--- src/rtl/half_fp_add_align.sv ---
`default_nettype none
// ============================================================================
//  Module      : half_fp_add_align
//  Description : Operand-alignment front end of the FP16 adder. Two operands
//                and an add/sub select are unpacked and classified. They are
//                ordered by magnitude, and the smaller significand is shifted
//                right to the larger exponent with guard/round/sticky bits.
//                Structure is a two-stage valid/ready pipeline: it accepts one
//                operation per cycle and produces the result two cycles later.
//  Revision    : 1.0  initial release
// ----------------------------------------------------------------------------
//  Ports
//    clk          in   1      clock, rising edge
//    rst          in   1      synchronous reset, active low (0 = reset)
//    in_valid     in   1      operands valid
//    in_ready     out  1      stage can accept (transfer on valid & ready)
//    float1       in   16     FP16 operand 1
//    float2       in   16     FP16 operand 2
//    op_sub       in   1      1: float1 - float2 (sign of float2 inverted)
//    out_valid    out  1      aligned result valid
//    out_ready    in   1      consumer accepts (transfer on valid & ready)
//    sign_big     out  1      sign of larger-magnitude operand
//    sign_small   out  1      sign of smaller-magnitude operand
//    exp_big      out  EXP_W  effective exponent of larger operand
//    mant_big     out  AW     {hidden, mantissa, 3'b000} of larger operand
//    mant_small   out  AW     aligned smaller significand with sticky in bit 0
//    eff_sub      out  1      effective subtraction (sign_big ^ sign_small)
//    special      out  1      result fully determined by this stage
//    special_res  out  16     result when special = 1, else 0
// ============================================================================
module half_fp_add_align #(
    parameter int          EXP_W = 5,
    parameter int          MAN_W = 10,
    parameter logic [15:0] QNAN  = 16'h7E00
) (
    input  logic               clk,
    input  logic               rst,
    input  logic               in_valid,
    output logic               in_ready,
    input  logic [15:0]        float1,
    input  logic [15:0]        float2,
    input  logic               op_sub,
    output logic               out_valid,
    input  logic               out_ready,
    output logic               sign_big,
    output logic               sign_small,
    output logic [EXP_W-1:0]   exp_big,
    output logic [MAN_W+3:0]   mant_big,
    output logic [MAN_W+3:0]   mant_small,
    output logic               eff_sub,
    output logic               special,
    output logic [15:0]        special_res
);

    // Aligned significand width (hidden + mantissa + G,R,S) and
    // significand width without the alignment bits.
    localparam int c_AW = MAN_W + 4;
    localparam int c_SW = MAN_W + 1;

    // Magnitude field of an infinity (all-ones exponent, zero mantissa).
    localparam logic [EXP_W+MAN_W-1:0] c_INF_MAG = {{EXP_W{1'b1}}, {MAN_W{1'b0}}};

    // ------------------------------------------------------------------
    // Handshake
    // ------------------------------------------------------------------
    logic r_s1_valid;
    logic r_s2_valid;
    logic w_s2_adv;
    logic w_s1_adv;

    assign w_s2_adv = !r_s2_valid || out_ready;
    assign w_s1_adv = !r_s1_valid || w_s2_adv;
    assign in_ready = rst && w_s1_adv;

    // ------------------------------------------------------------------
    // Stage 1 combinational: unpack, classify, order, special detection
    // ------------------------------------------------------------------
    logic               w_sign1;
    logic               w_sign2;
    logic [EXP_W-1:0]   w_exp1;
    logic [EXP_W-1:0]   w_exp2;
    logic [MAN_W-1:0]   w_man1;
    logic [MAN_W-1:0]   w_man2;
    logic               w_hid1;
    logic               w_hid2;
    logic [EXP_W-1:0]   w_eexp1;
    logic [EXP_W-1:0]   w_eexp2;
    logic [c_SW-1:0]    w_sig1;
    logic [c_SW-1:0]    w_sig2;

    assign w_sign1 = float1[15];
    assign w_sign2 = float2[15] ^ op_sub;
    assign w_exp1  = float1[MAN_W+EXP_W-1:MAN_W];
    assign w_exp2  = float2[MAN_W+EXP_W-1:MAN_W];
    assign w_man1  = float1[MAN_W-1:0];
    assign w_man2  = float2[MAN_W-1:0];

    // Subnormals carry no hidden bit but share the exponent of the
    // smallest normal, so their effective exponent is 1.
    assign w_hid1  = |w_exp1;
    assign w_hid2  = |w_exp2;
    assign w_eexp1 = w_hid1 ? w_exp1 : EXP_W'(1);
    assign w_eexp2 = w_hid2 ? w_exp2 : EXP_W'(1);
    assign w_sig1  = {w_hid1, w_man1};
    assign w_sig2  = {w_hid2, w_man2};

    // Classification
    logic w_expmax1;
    logic w_expmax2;
    logic w_nan1;
    logic w_nan2;
    logic w_inf1;
    logic w_inf2;
    logic w_zero1;
    logic w_zero2;

    assign w_expmax1 = &w_exp1;
    assign w_expmax2 = &w_exp2;
    assign w_nan1    = w_expmax1 && (|w_man1);
    assign w_nan2    = w_expmax2 && (|w_man2);
    assign w_inf1    = w_expmax1 && !(|w_man1);
    assign w_inf2    = w_expmax2 && !(|w_man2);
    assign w_zero1   = !w_hid1 && !(|w_man1);
    assign w_zero2   = !w_hid2 && !(|w_man2);

    // Magnitude ordering: {exp, mant} compares as an unsigned integer.
    // On a tie float1 is taken as the larger operand.
    logic w_one_big;
    assign w_one_big = {w_exp1, w_man1} >= {w_exp2, w_man2};

    logic               w_sign_big;
    logic               w_sign_small;
    logic [EXP_W-1:0]   w_eexp_big;
    logic [EXP_W-1:0]   w_eexp_small;
    logic [c_SW-1:0]    w_sig_big;
    logic [c_SW-1:0]    w_sig_small;
    logic [EXP_W-1:0]   w_diff;

    assign w_sign_big   = w_one_big ? w_sign1 : w_sign2;
    assign w_sign_small = w_one_big ? w_sign2 : w_sign1;
    assign w_eexp_big   = w_one_big ? w_eexp1 : w_eexp2;
    assign w_eexp_small = w_one_big ? w_eexp2 : w_eexp1;
    assign w_sig_big    = w_one_big ? w_sig1  : w_sig2;
    assign w_sig_small  = w_one_big ? w_sig2  : w_sig1;
    // The ordering guarantees this never underflows.
    assign w_diff       = w_eexp_big - w_eexp_small;

    // Special results in precedence order.
    logic        w_special;
    logic [15:0] w_special_res;

    always_comb begin
        w_special     = 1'b0;
        w_special_res = '0;
        if (w_nan1 || w_nan2) begin
            w_special     = 1'b1;
            w_special_res = QNAN;
        end else if (w_inf1 && w_inf2) begin
            w_special     = 1'b1;
            // Opposite-signed infinities (after op_sub) are invalid.
            w_special_res = (w_sign1 != w_sign2) ? QNAN : {w_sign1, c_INF_MAG};
        end else if (w_inf1) begin
            w_special     = 1'b1;
            w_special_res = {w_sign1, c_INF_MAG};
        end else if (w_inf2) begin
            w_special     = 1'b1;
            w_special_res = {w_sign2, c_INF_MAG};
        end else if (w_zero1 && w_zero2) begin
            // Round-to-nearest: -0 only when both addends are -0.
            w_special     = 1'b1;
            w_special_res = {w_sign1 && w_sign2, {(EXP_W+MAN_W){1'b0}}};
        end
    end

    // ------------------------------------------------------------------
    // Stage 1 registers
    // ------------------------------------------------------------------
    logic               r_s1_sign_big;
    logic               r_s1_sign_small;
    logic [EXP_W-1:0]   r_s1_eexp_big;
    logic [c_SW-1:0]    r_s1_sig_big;
    logic [c_SW-1:0]    r_s1_sig_small;
    logic [EXP_W-1:0]   r_s1_diff;
    logic               r_s1_special;
    logic [15:0]        r_s1_special_res;

    always_ff @(posedge clk) begin
        if (!rst) begin
            r_s1_valid       <= 1'b0;
            r_s1_sign_big    <= 1'b0;
            r_s1_sign_small  <= 1'b0;
            r_s1_eexp_big    <= '0;
            r_s1_sig_big     <= '0;
            r_s1_sig_small   <= '0;
            r_s1_diff        <= '0;
            r_s1_special     <= 1'b0;
            r_s1_special_res <= '0;
        end else if (w_s1_adv) begin
            r_s1_valid <= in_valid;
            if (in_valid) begin
                r_s1_sign_big    <= w_sign_big;
                r_s1_sign_small  <= w_sign_small;
                r_s1_eexp_big    <= w_eexp_big;
                r_s1_sig_big     <= w_sig_big;
                r_s1_sig_small   <= w_sig_small;
                r_s1_diff        <= w_diff;
                r_s1_special     <= w_special;
                r_s1_special_res <= w_special_res;
            end
        end
    end

    // ------------------------------------------------------------------
    // Stage 2 combinational: right shift with sticky collection
    // ------------------------------------------------------------------
    logic [c_AW-1:0] w_sig_ext;
    logic [c_AW-1:0] w_shifted;
    logic [c_AW-1:0] w_lost_mask;
    logic            w_sticky;
    logic [c_AW-1:0] w_mant_small;

    assign w_sig_ext = {r_s1_sig_small, 3'b000};

    always_comb begin
        w_shifted    = '0;
        w_lost_mask  = '0;
        w_sticky     = 1'b0;
        w_mant_small = '0;
        if (32'(r_s1_diff) >= 32'(c_AW)) begin
            // Everything is shifted out; only the sticky survives.
            w_sticky     = |r_s1_sig_small;
            w_mant_small = {{(c_AW-1){1'b0}}, w_sticky};
        end else begin
            w_shifted    = w_sig_ext >> r_s1_diff;
            w_lost_mask  = ~({c_AW{1'b1}} << r_s1_diff);
            w_sticky     = |(w_sig_ext & w_lost_mask);
            w_mant_small = w_shifted | {{(c_AW-1){1'b0}}, w_sticky};
        end
    end

    // ------------------------------------------------------------------
    // Stage 2 registers (drive the outputs directly)
    // ------------------------------------------------------------------
    logic               r_s2_sign_big;
    logic               r_s2_sign_small;
    logic [EXP_W-1:0]   r_s2_exp_big;
    logic [c_AW-1:0]    r_s2_mant_big;
    logic [c_AW-1:0]    r_s2_mant_small;
    logic               r_s2_special;
    logic [15:0]        r_s2_special_res;

    always_ff @(posedge clk) begin
        if (!rst) begin
            r_s2_valid       <= 1'b0;
            r_s2_sign_big    <= 1'b0;
            r_s2_sign_small  <= 1'b0;
            r_s2_exp_big     <= '0;
            r_s2_mant_big    <= '0;
            r_s2_mant_small  <= '0;
            r_s2_special     <= 1'b0;
            r_s2_special_res <= '0;
        end else if (w_s2_adv) begin
            r_s2_valid <= r_s1_valid;
            if (r_s1_valid) begin
                r_s2_sign_big    <= r_s1_sign_big;
                r_s2_sign_small  <= r_s1_sign_small;
                r_s2_exp_big     <= r_s1_eexp_big;
                r_s2_mant_big    <= {r_s1_sig_big, 3'b000};
                r_s2_mant_small  <= w_mant_small;
                r_s2_special     <= r_s1_special;
                r_s2_special_res <= r_s1_special_res;
            end
        end
    end

    assign out_valid   = r_s2_valid;
    assign sign_big    = r_s2_sign_big;
    assign sign_small  = r_s2_sign_small;
    assign exp_big     = r_s2_exp_big;
    assign mant_big    = r_s2_mant_big;
    assign mant_small  = r_s2_mant_small;
    assign eff_sub     = r_s2_sign_big ^ r_s2_sign_small;
    assign special     = r_s2_special;
    assign special_res = r_s2_special_res;

endmodule
`default_nettype wire

--- config.mk ---
export PLATFORM = sky130hd
export DESIGN_NAME = half_fp_add_align
export DESIGN_NICKNAME = d
export VERILOG_FILES = /design/src/rtl/half_fp_add_align.sv
export SDC_FILE = /design/constraint.sdc
export NUM_CORES = 1
export LEC_CHECK = 0
export CORE_UTILIZATION = 30
export DETAILED_ROUTE_END_ITERATION = 8
export PLACE_DENSITY = 0.51
export SYNTH_ARGS = -nofsm -noshare
export SYNTH_HDL_FRONTEND = slang
export SYNTH_SLANG_ARGS = --single-unit
--- constraint.sdc ---
create_clock -name clk -period 3.4 [get_ports clk]
set_input_delay 0.68 -clock clk [delete_from_list [all_inputs] [get_ports clk]]
set_output_delay 0.68 -clock clk [all_outputs]
set_load 0.03 [all_outputs]
==> impl_metrics.tcl, run 1 <==
set metrics [dict create \
    status "finished clean" \
    grt_pass1_wl_um 21000 \
    synth_edf_count 0 \
    clk_path_buf_depth 2 \
    synth_area_leader_cell "dfxtp_1" \
    clkTransAtPathRegs_ns 0.07 \
    cp_max_fo 8 \
    vdd_drop_max_mv 0.257 \
    drive_above_1_share_pct 19.7 \
    antenna_found_initial 0 \
    wire_per_inst_um 15.9 \
    min_path_type "reg2reg" \
    ys_top_cells_by_area "dfxtp_1 (35%), mux2i_1 (8.0%), a21oi_1 (7.9%)" \
    async_flop_share_pct 0 \
    firstDrtPassIters 6 \
    cts_buffers 9 \
    ys.flop_type "dfxtp_1" \
    ys_seq_area_share_pct 34.7 \
    period_minus_slack_ns 3.28 \
    ys_types 48 \
    root_buffer "clkbuf_16" \
    dieArea_um2 15100 \
    postRouteAntennaNets 0 \
    crit_path_end_kind "flip-flop" \
    leakage_nw 2.54 \
    grt_pass1_vias 4157 \
    worstPathArrival_ns 3.56 \
    final_nets 705 \
    vias 4235 \
    tightest_slew_ns 0.836 \
    max_freq_mhz 305 \
    skew_ns 0.0101 \
    ys_ff_latch 76 \
    avgSynthCellArea_um2 8.21 \
    path_cells "clkdlybuf4s50_1 -> ha_4 -> a41oi_4 -> o21ai_2 -> a21oi_4 -> a41oi_4 -> buf_6 -> mux2_4 -> inv_2 -> ha_1 -> a21o_1 -> a21oi_2 -> xnor2_1 -> nand2_1 -> a21oi_2" \
    syn_inst 535 \
    syn2layout_area_growth_pct 40.6 \
    die-height_um 123 \
    row_count 43 \
    cts_htree_levels 3 \
    die_w_um 123 \
    cts_tree "done" \
    viasPerCell 5.10 \
    gr-total-overflow 0 \
    hold_viol_final 0 \
    start_kind "primary input" \
    drc 0 \
    report.final.slew_viol_count 0 \
    cp.required_ns 3.68 \
    fin_crit_sh_pct 96.5 \
    dp_hpwl_um 9530 \
    maxCapViolCount 0 \
    critPathKind "in2reg" \
    slew_headroom_pct 44.2 \
    powerDensity_nw_per_um2 459 \
    place_congestion 0.902 \
    synth_top_area_share_pct 34.7 \
    n_antenna_cell 0 \
    grt_use_total_pct 18.2 \
    ctsHoldBuffers 0 \
    core_um2 14100 \
    cpMaxStageDelayCell "clkdlybuf4s50_1" \
    ios 92 \
    initial_core_util_pct 31.1 \
    ys_warn_count 0 \
    grt_max_degree 44 \
    slowest_delay_ns 0.55 \
    layout_common_cells "nand2_1 (76), dfxtp_1 (76), a21oi_1 (61)" \
    port-buffer-count 79 \
    clock-sinks 76 \
    synth_area_um2 4390 \
    setup_violations 0 \
    totalNegativeSetupSlack_ns 0 \
    holdWs_ns 0.450 \
    clock_latency_ns 0.35 \
    wl_um 13200 \
    drt_iter0_drc 184 \
]
## logic make-up after synthesis
group	count (synthesis)	share of synthesized area (%)
AO/OA/AOI/OAI	149	19.9
XOR/XNOR	6	1.20
adder cells (fa/ha/maj)	22	6.44
buffers and inverters	72	8.69
flip-flops	76	34.7
multiplexers	49	12.9
other	1	0.0854
AND/OR/NAND/NOR	160	16.2
## path summary, 6_finish.rpt
path | cells after the start | start | slack, ns | end
hold / removal | 2 | r_s1_sig_big[3] | 0.45 | mant_big[6]
setup / recovery | 15 | float1[13] | 0.12 | r_s1_diff[3]
setup reg to reg | 6 | r_s1_diff[1] | 1.19 | mant_small[2]
hold reg to reg | 2 | r_s1_sig_big[3] | 0.45 | mant_big[6]
## critical path: cells and delay by family
family	cells	cell delay (ns)
AO/OA/AOI/OAI	7	1.08
XOR/XNOR	1	0.13
adder cells (fa/ha/maj)	2	0.47
buffers and inverters	3	0.78
multiplexers	1	0.32
AND/OR/NAND/NOR	1	0.10
## metrics by stage
step                instances  power, mW  cell area (um^2)  utilization [%]  worst slack [ns]
CTS                       828       2.83              5990             42.5           0.00281
finish                    831       2.83              6170             43.8             0.119
detailed placement        811       1.76              5580             39.6            -0.636
global placement          811       1.76              5580             39.6            -0.540
floorplan                 546       1.51              4430                -            0.0149
global route              831       2.98              6170             43.8           -0.0319
## report_power, final
part           leakage (nW)  switching, mW  internal [mW]
combinational          1.76          0.400          0.361
sequential            0.624         0.0871          0.954
clock                 0.156          0.442          0.590
## flip-flops by register name (all words and copies together) (netlist names), 3 cells and up
register / cells
special_res: 3
r_s1_special_res: 3
r_s1_sig_big: 11
r_s1_diff: 5
exp_big: 5
r_s1_eexp_big: 5
mant_small: 14
mant_big: 11
r_s1_sig_small: 11
## Yosys cell counts, drive strengths merged (5+ instances only)
cell type and number:
nand2 77, dfxtp 76, a21oi 69, o21ai 42, mux2i 35, nor2 30, buf 29, inv 23
ha 21, clkbuf 20, nand3 13, nor4 10, mux2 9, nor3 9, a21o 6, and2 5
mux4 5
## cell type report
cell class	instances	area [um^2]
tap	180	225
inverter	23	86.3
clock inverter	7	92.6
timing repair buffer	138	1280
sequential	76	1520
fill	1441	7920
multi-input combinational	398	2740
clock buffer	9	225
## metal layers
layer,wire [um],GRT usage [%],part of all wire [%]
met5,0,0,0
met4,222,7.15,1.7
met3,397,2.68,3.0
met2,6900,32.7,52
met1,5720,21.7,43
## repair_timing
item / 4_1_cts / 5_1_grt
hold endpoints to repair: 0 / 0
gates resized for setup: 23 / 42
cloned: 0 / 0
buffers inserted: 1 / 3
pin swaps: 7 / 17
endpoints found under the setup margin: 3 / 3
No activity file was read; power rests on OpenSTA's default activity.
==> inputs of run 2 (changes only) <==
--- a/config.mk
+++ b/config.mk
@@ -8,6 +8,7 @@
 export CORE_UTILIZATION = 30
 export DETAILED_ROUTE_END_ITERATION = 8
 export PLACE_DENSITY = 0.51
+export SLEW_MARGIN = 20
 export SYNTH_ARGS = -nofsm -noshare
 export SYNTH_HDL_FRONTEND = slang
 export SYNTH_SLANG_ARGS = --single-unit
==> constraint.sdc (replaced) <==
create_clock -name clk -period 2.88 [get_ports clk]
set_input_delay 0.576 -clock clk [delete_from_list [all_inputs] [get_ports clk]]
set_output_delay 0.576 -clock clk [all_outputs]
set_load 0.03 [all_outputs]
==> run 2 against run 1 <==
  * The run now ends with negative setup slack left
  * First-iteration DRC count up 2.2%
  * Critical endpoint is now r_s1_diff[4]
  * Die area unchanged
  * Via count up 0.66%
  * Hold slack better by 0.0021 ns
  * Largest cell class unchanged
  * Highest routed layer unchanged
==> impl_metrics.tcl, run 2 (synthesis gave the netlist of run 1 again) <==
set metrics [dict create \
    largest_reg_flops 14 \
    r2r-end "mant_small[1]" \
    port-buffer-count 79 \
    row_count 43 \
    report.final.slew_viol_count 0 \
    firstDrtPassIters 4 \
    seq_power_share_pct 36.8 \
    min_path_type "reg2reg" \
    switching_share_pct 31.6 \
    grt-busiest-layer "met2" \
    die_w_um 123 \
    r2r_slack_ns 0.71 \
    period_minus_slack_ns 2.99 \
    startpoint "float1[8]" \
    grt_pass1_vias 4124 \
    cts_buffers 9 \
    layout_commonest_cell "dfxtp_1" \
    fillers 1385 \
    tightest_slew_ns 0.835 \
    critPathKind "in2reg" \
    dp_hpwl_um 9560 \
    worstPathArrival_ns 3.28 \
    setup_violations 2 \
    cp.required_ns 3.16 \
    root_buffer "clkbuf_16" \
    clock_latency_ns 0.34 \
    drive_above_1_share_pct 27.0 \
    violations "negative setup slack" \
    vias 4263 \
    vdd_drop_max_mv 0.268 \
    max_freq_mhz 334 \
    rsz0062_at_grt "true" \
    skew_ns 0.00827 \
    core_um2 14100 \
    wl_um 13100 \
    antenna_found_initial 0 \
    cp_max_fo 5 \
    clk_path_buf_depth 2 \
    grt_use_total_pct 18.4 \
    gr-total-overflow 0 \
    switchingPower_mw 1.06 \
    drt_iter0_drc 188 \
    drc 0 \
    final_nets 724 \
    syn2layout_area_growth_pct 46.3 \
    postRouteAntennaNets 0 \
    place_congestion 0.836 \
    leakage_nw 2.53 \
    min_from "r_s1_sig_big[2]" \
    hold_path_depth 2 \
    clock-sinks 76 \
    clkTransAtPathRegs_ns 0.06 \
    r2r_start "r_s1_diff[1]" \
    reg2regPathDepth 5 \
    clockPowerShare_pct 35.1 \
    design_area_um2 6420 \
    grt_use_met3_pct 3.46 \
    totalNegativeSetupSlack_ns -0.114 \
    dieArea_um2 15100 \
    power.internal_mw 2.29 \
    slew_headroom_pct 44.3 \
    power_frac_comb_pct 28.1 \
    whs_endpoint "mant_big[5]" \
    ios 92 \
    start_kind "primary input" \
    grtUsageMet2_pct 32.4 \
    wire_per_inst_um 15.4 \
    grt.met1_usage_pct 22.2 \
    grt_max_degree 60 \
    die-height_um 123 \
    n_antenna_cell 0 \
    viasPerCell 5.02 \
    placed_cell_area_um2 5780 \
    status "finished with violations" \
    maxCapViolCount 0 \
    cts_htree_levels 3 \
    powerDensity_nw_per_um2 521 \
    cts_tree "done" \
    grt_pass1_wl_um 21100 \
    fin_util_pct 45.6 \
    fin_crit_sh_pct 104 \
    hold_viol_final 0 \
    initial_core_util_pct 31.1 \
    layout_common_cells "dfxtp_1 (76), nand2_1 (75), buf_4 (73)" \
    crit_path_end_kind "flip-flop" \
    fin_ws_ns -0.112 \
]
==> run 2: how the worst max path moves through the flow <==
stage                         to  slack, ns  cells past startpoint
CTS                 r_s1_diff[4]      -0.15                     17
floorplan           r_s1_diff[4]      -0.13                     16
global placement    r_s1_diff[4]      -0.93                     16
finish              r_s1_diff[4]      -0.11                     16
global route        r_s1_diff[4]      -0.28                     17
detailed placement  r_s1_diff[4]      -0.95                     16
==> run 2: critical path, stage by stage <==
cell,delay (ns)
buf_6,0.10
ha_4,0.25
nand4_1,0.19
nor2_4,0.18
buf_6,0.11
a21oi_4,0.05
a41oi_4,0.34
mux2_4,0.35
ha_4,0.17
fa_2,0.40
inv_1,0.07
a21o_1,0.12
a21oi_2,0.05
xnor2_1,0.12
nand2_1,0.08
a21oi_2,0.11
==> run 2: power groups by stage <==
| stage | Sequential [mW] | Combinational (mW) | Clock, mW |
|---|---|---|---|
| finish | 1.23 | 0.939 | 1.17 |
| CTS | 1.23 | 0.905 | 1.20 |
| global placement | 1.25 | 0.859 | 0 |
| global route | 1.25 | 1.03 | 1.25 |
| floorplan | 1.23 | 0.577 | 0 |
| detailed placement | 1.26 | 0.864 | 0 |
==> run 2: what timing repair did <==
action	4_1_cts	5_1_grt
buffers inserted	17	5
resized for setup	99	47
setup endpoints to repair	12	7
pin swaps	33	29
hold buffers	0	0
==> run 2: layer usage <==
| metal | up-vias | wire length, um |
|---|---|---|
| li1 | 2134 | - |
| met1 | 2024 | 5680 |
| met2 | 84 | 6650 |
| met3 | 21 | 441 |
| met4 | 0 | 299 |
| met5 | - | 0 |
==> run 2: cell type report <==
| class | count | area [um^2] | area share, % |
|---|---|---|---|
| Multi-Input combinational cell | 398 | 2850 | 44.3 |
| Sequential cell | 76 | 1520 | 23.7 |
| Timing Repair Buffer | 157 | 1400 | 21.8 |
| Clock buffer | 10 | 239 | 3.72 |
| Tap cell | 180 | 225 | 3.51 |
| Inverter | 23 | 116 | 1.81 |
| Clock inverter | 6 | 70.1 | 1.09 |
==> run 2: metrics by stage <==
stage / setup WS, ns / power, mW / cells / hold slack, ns
after floorplan: -0.135 / 1.81 / 546 / 0.425
after global placement: -0.928 / 2.11 / 814 / 0.443
after detailed placement: -0.945 / 2.12 / 814 / 0.442
after CTS: -0.150 / 3.34 / 846 / 0.454
after global routing: -0.279 / 3.53 / 850 / 0.466
final: -0.112 / 3.34 / 850 / 0.452
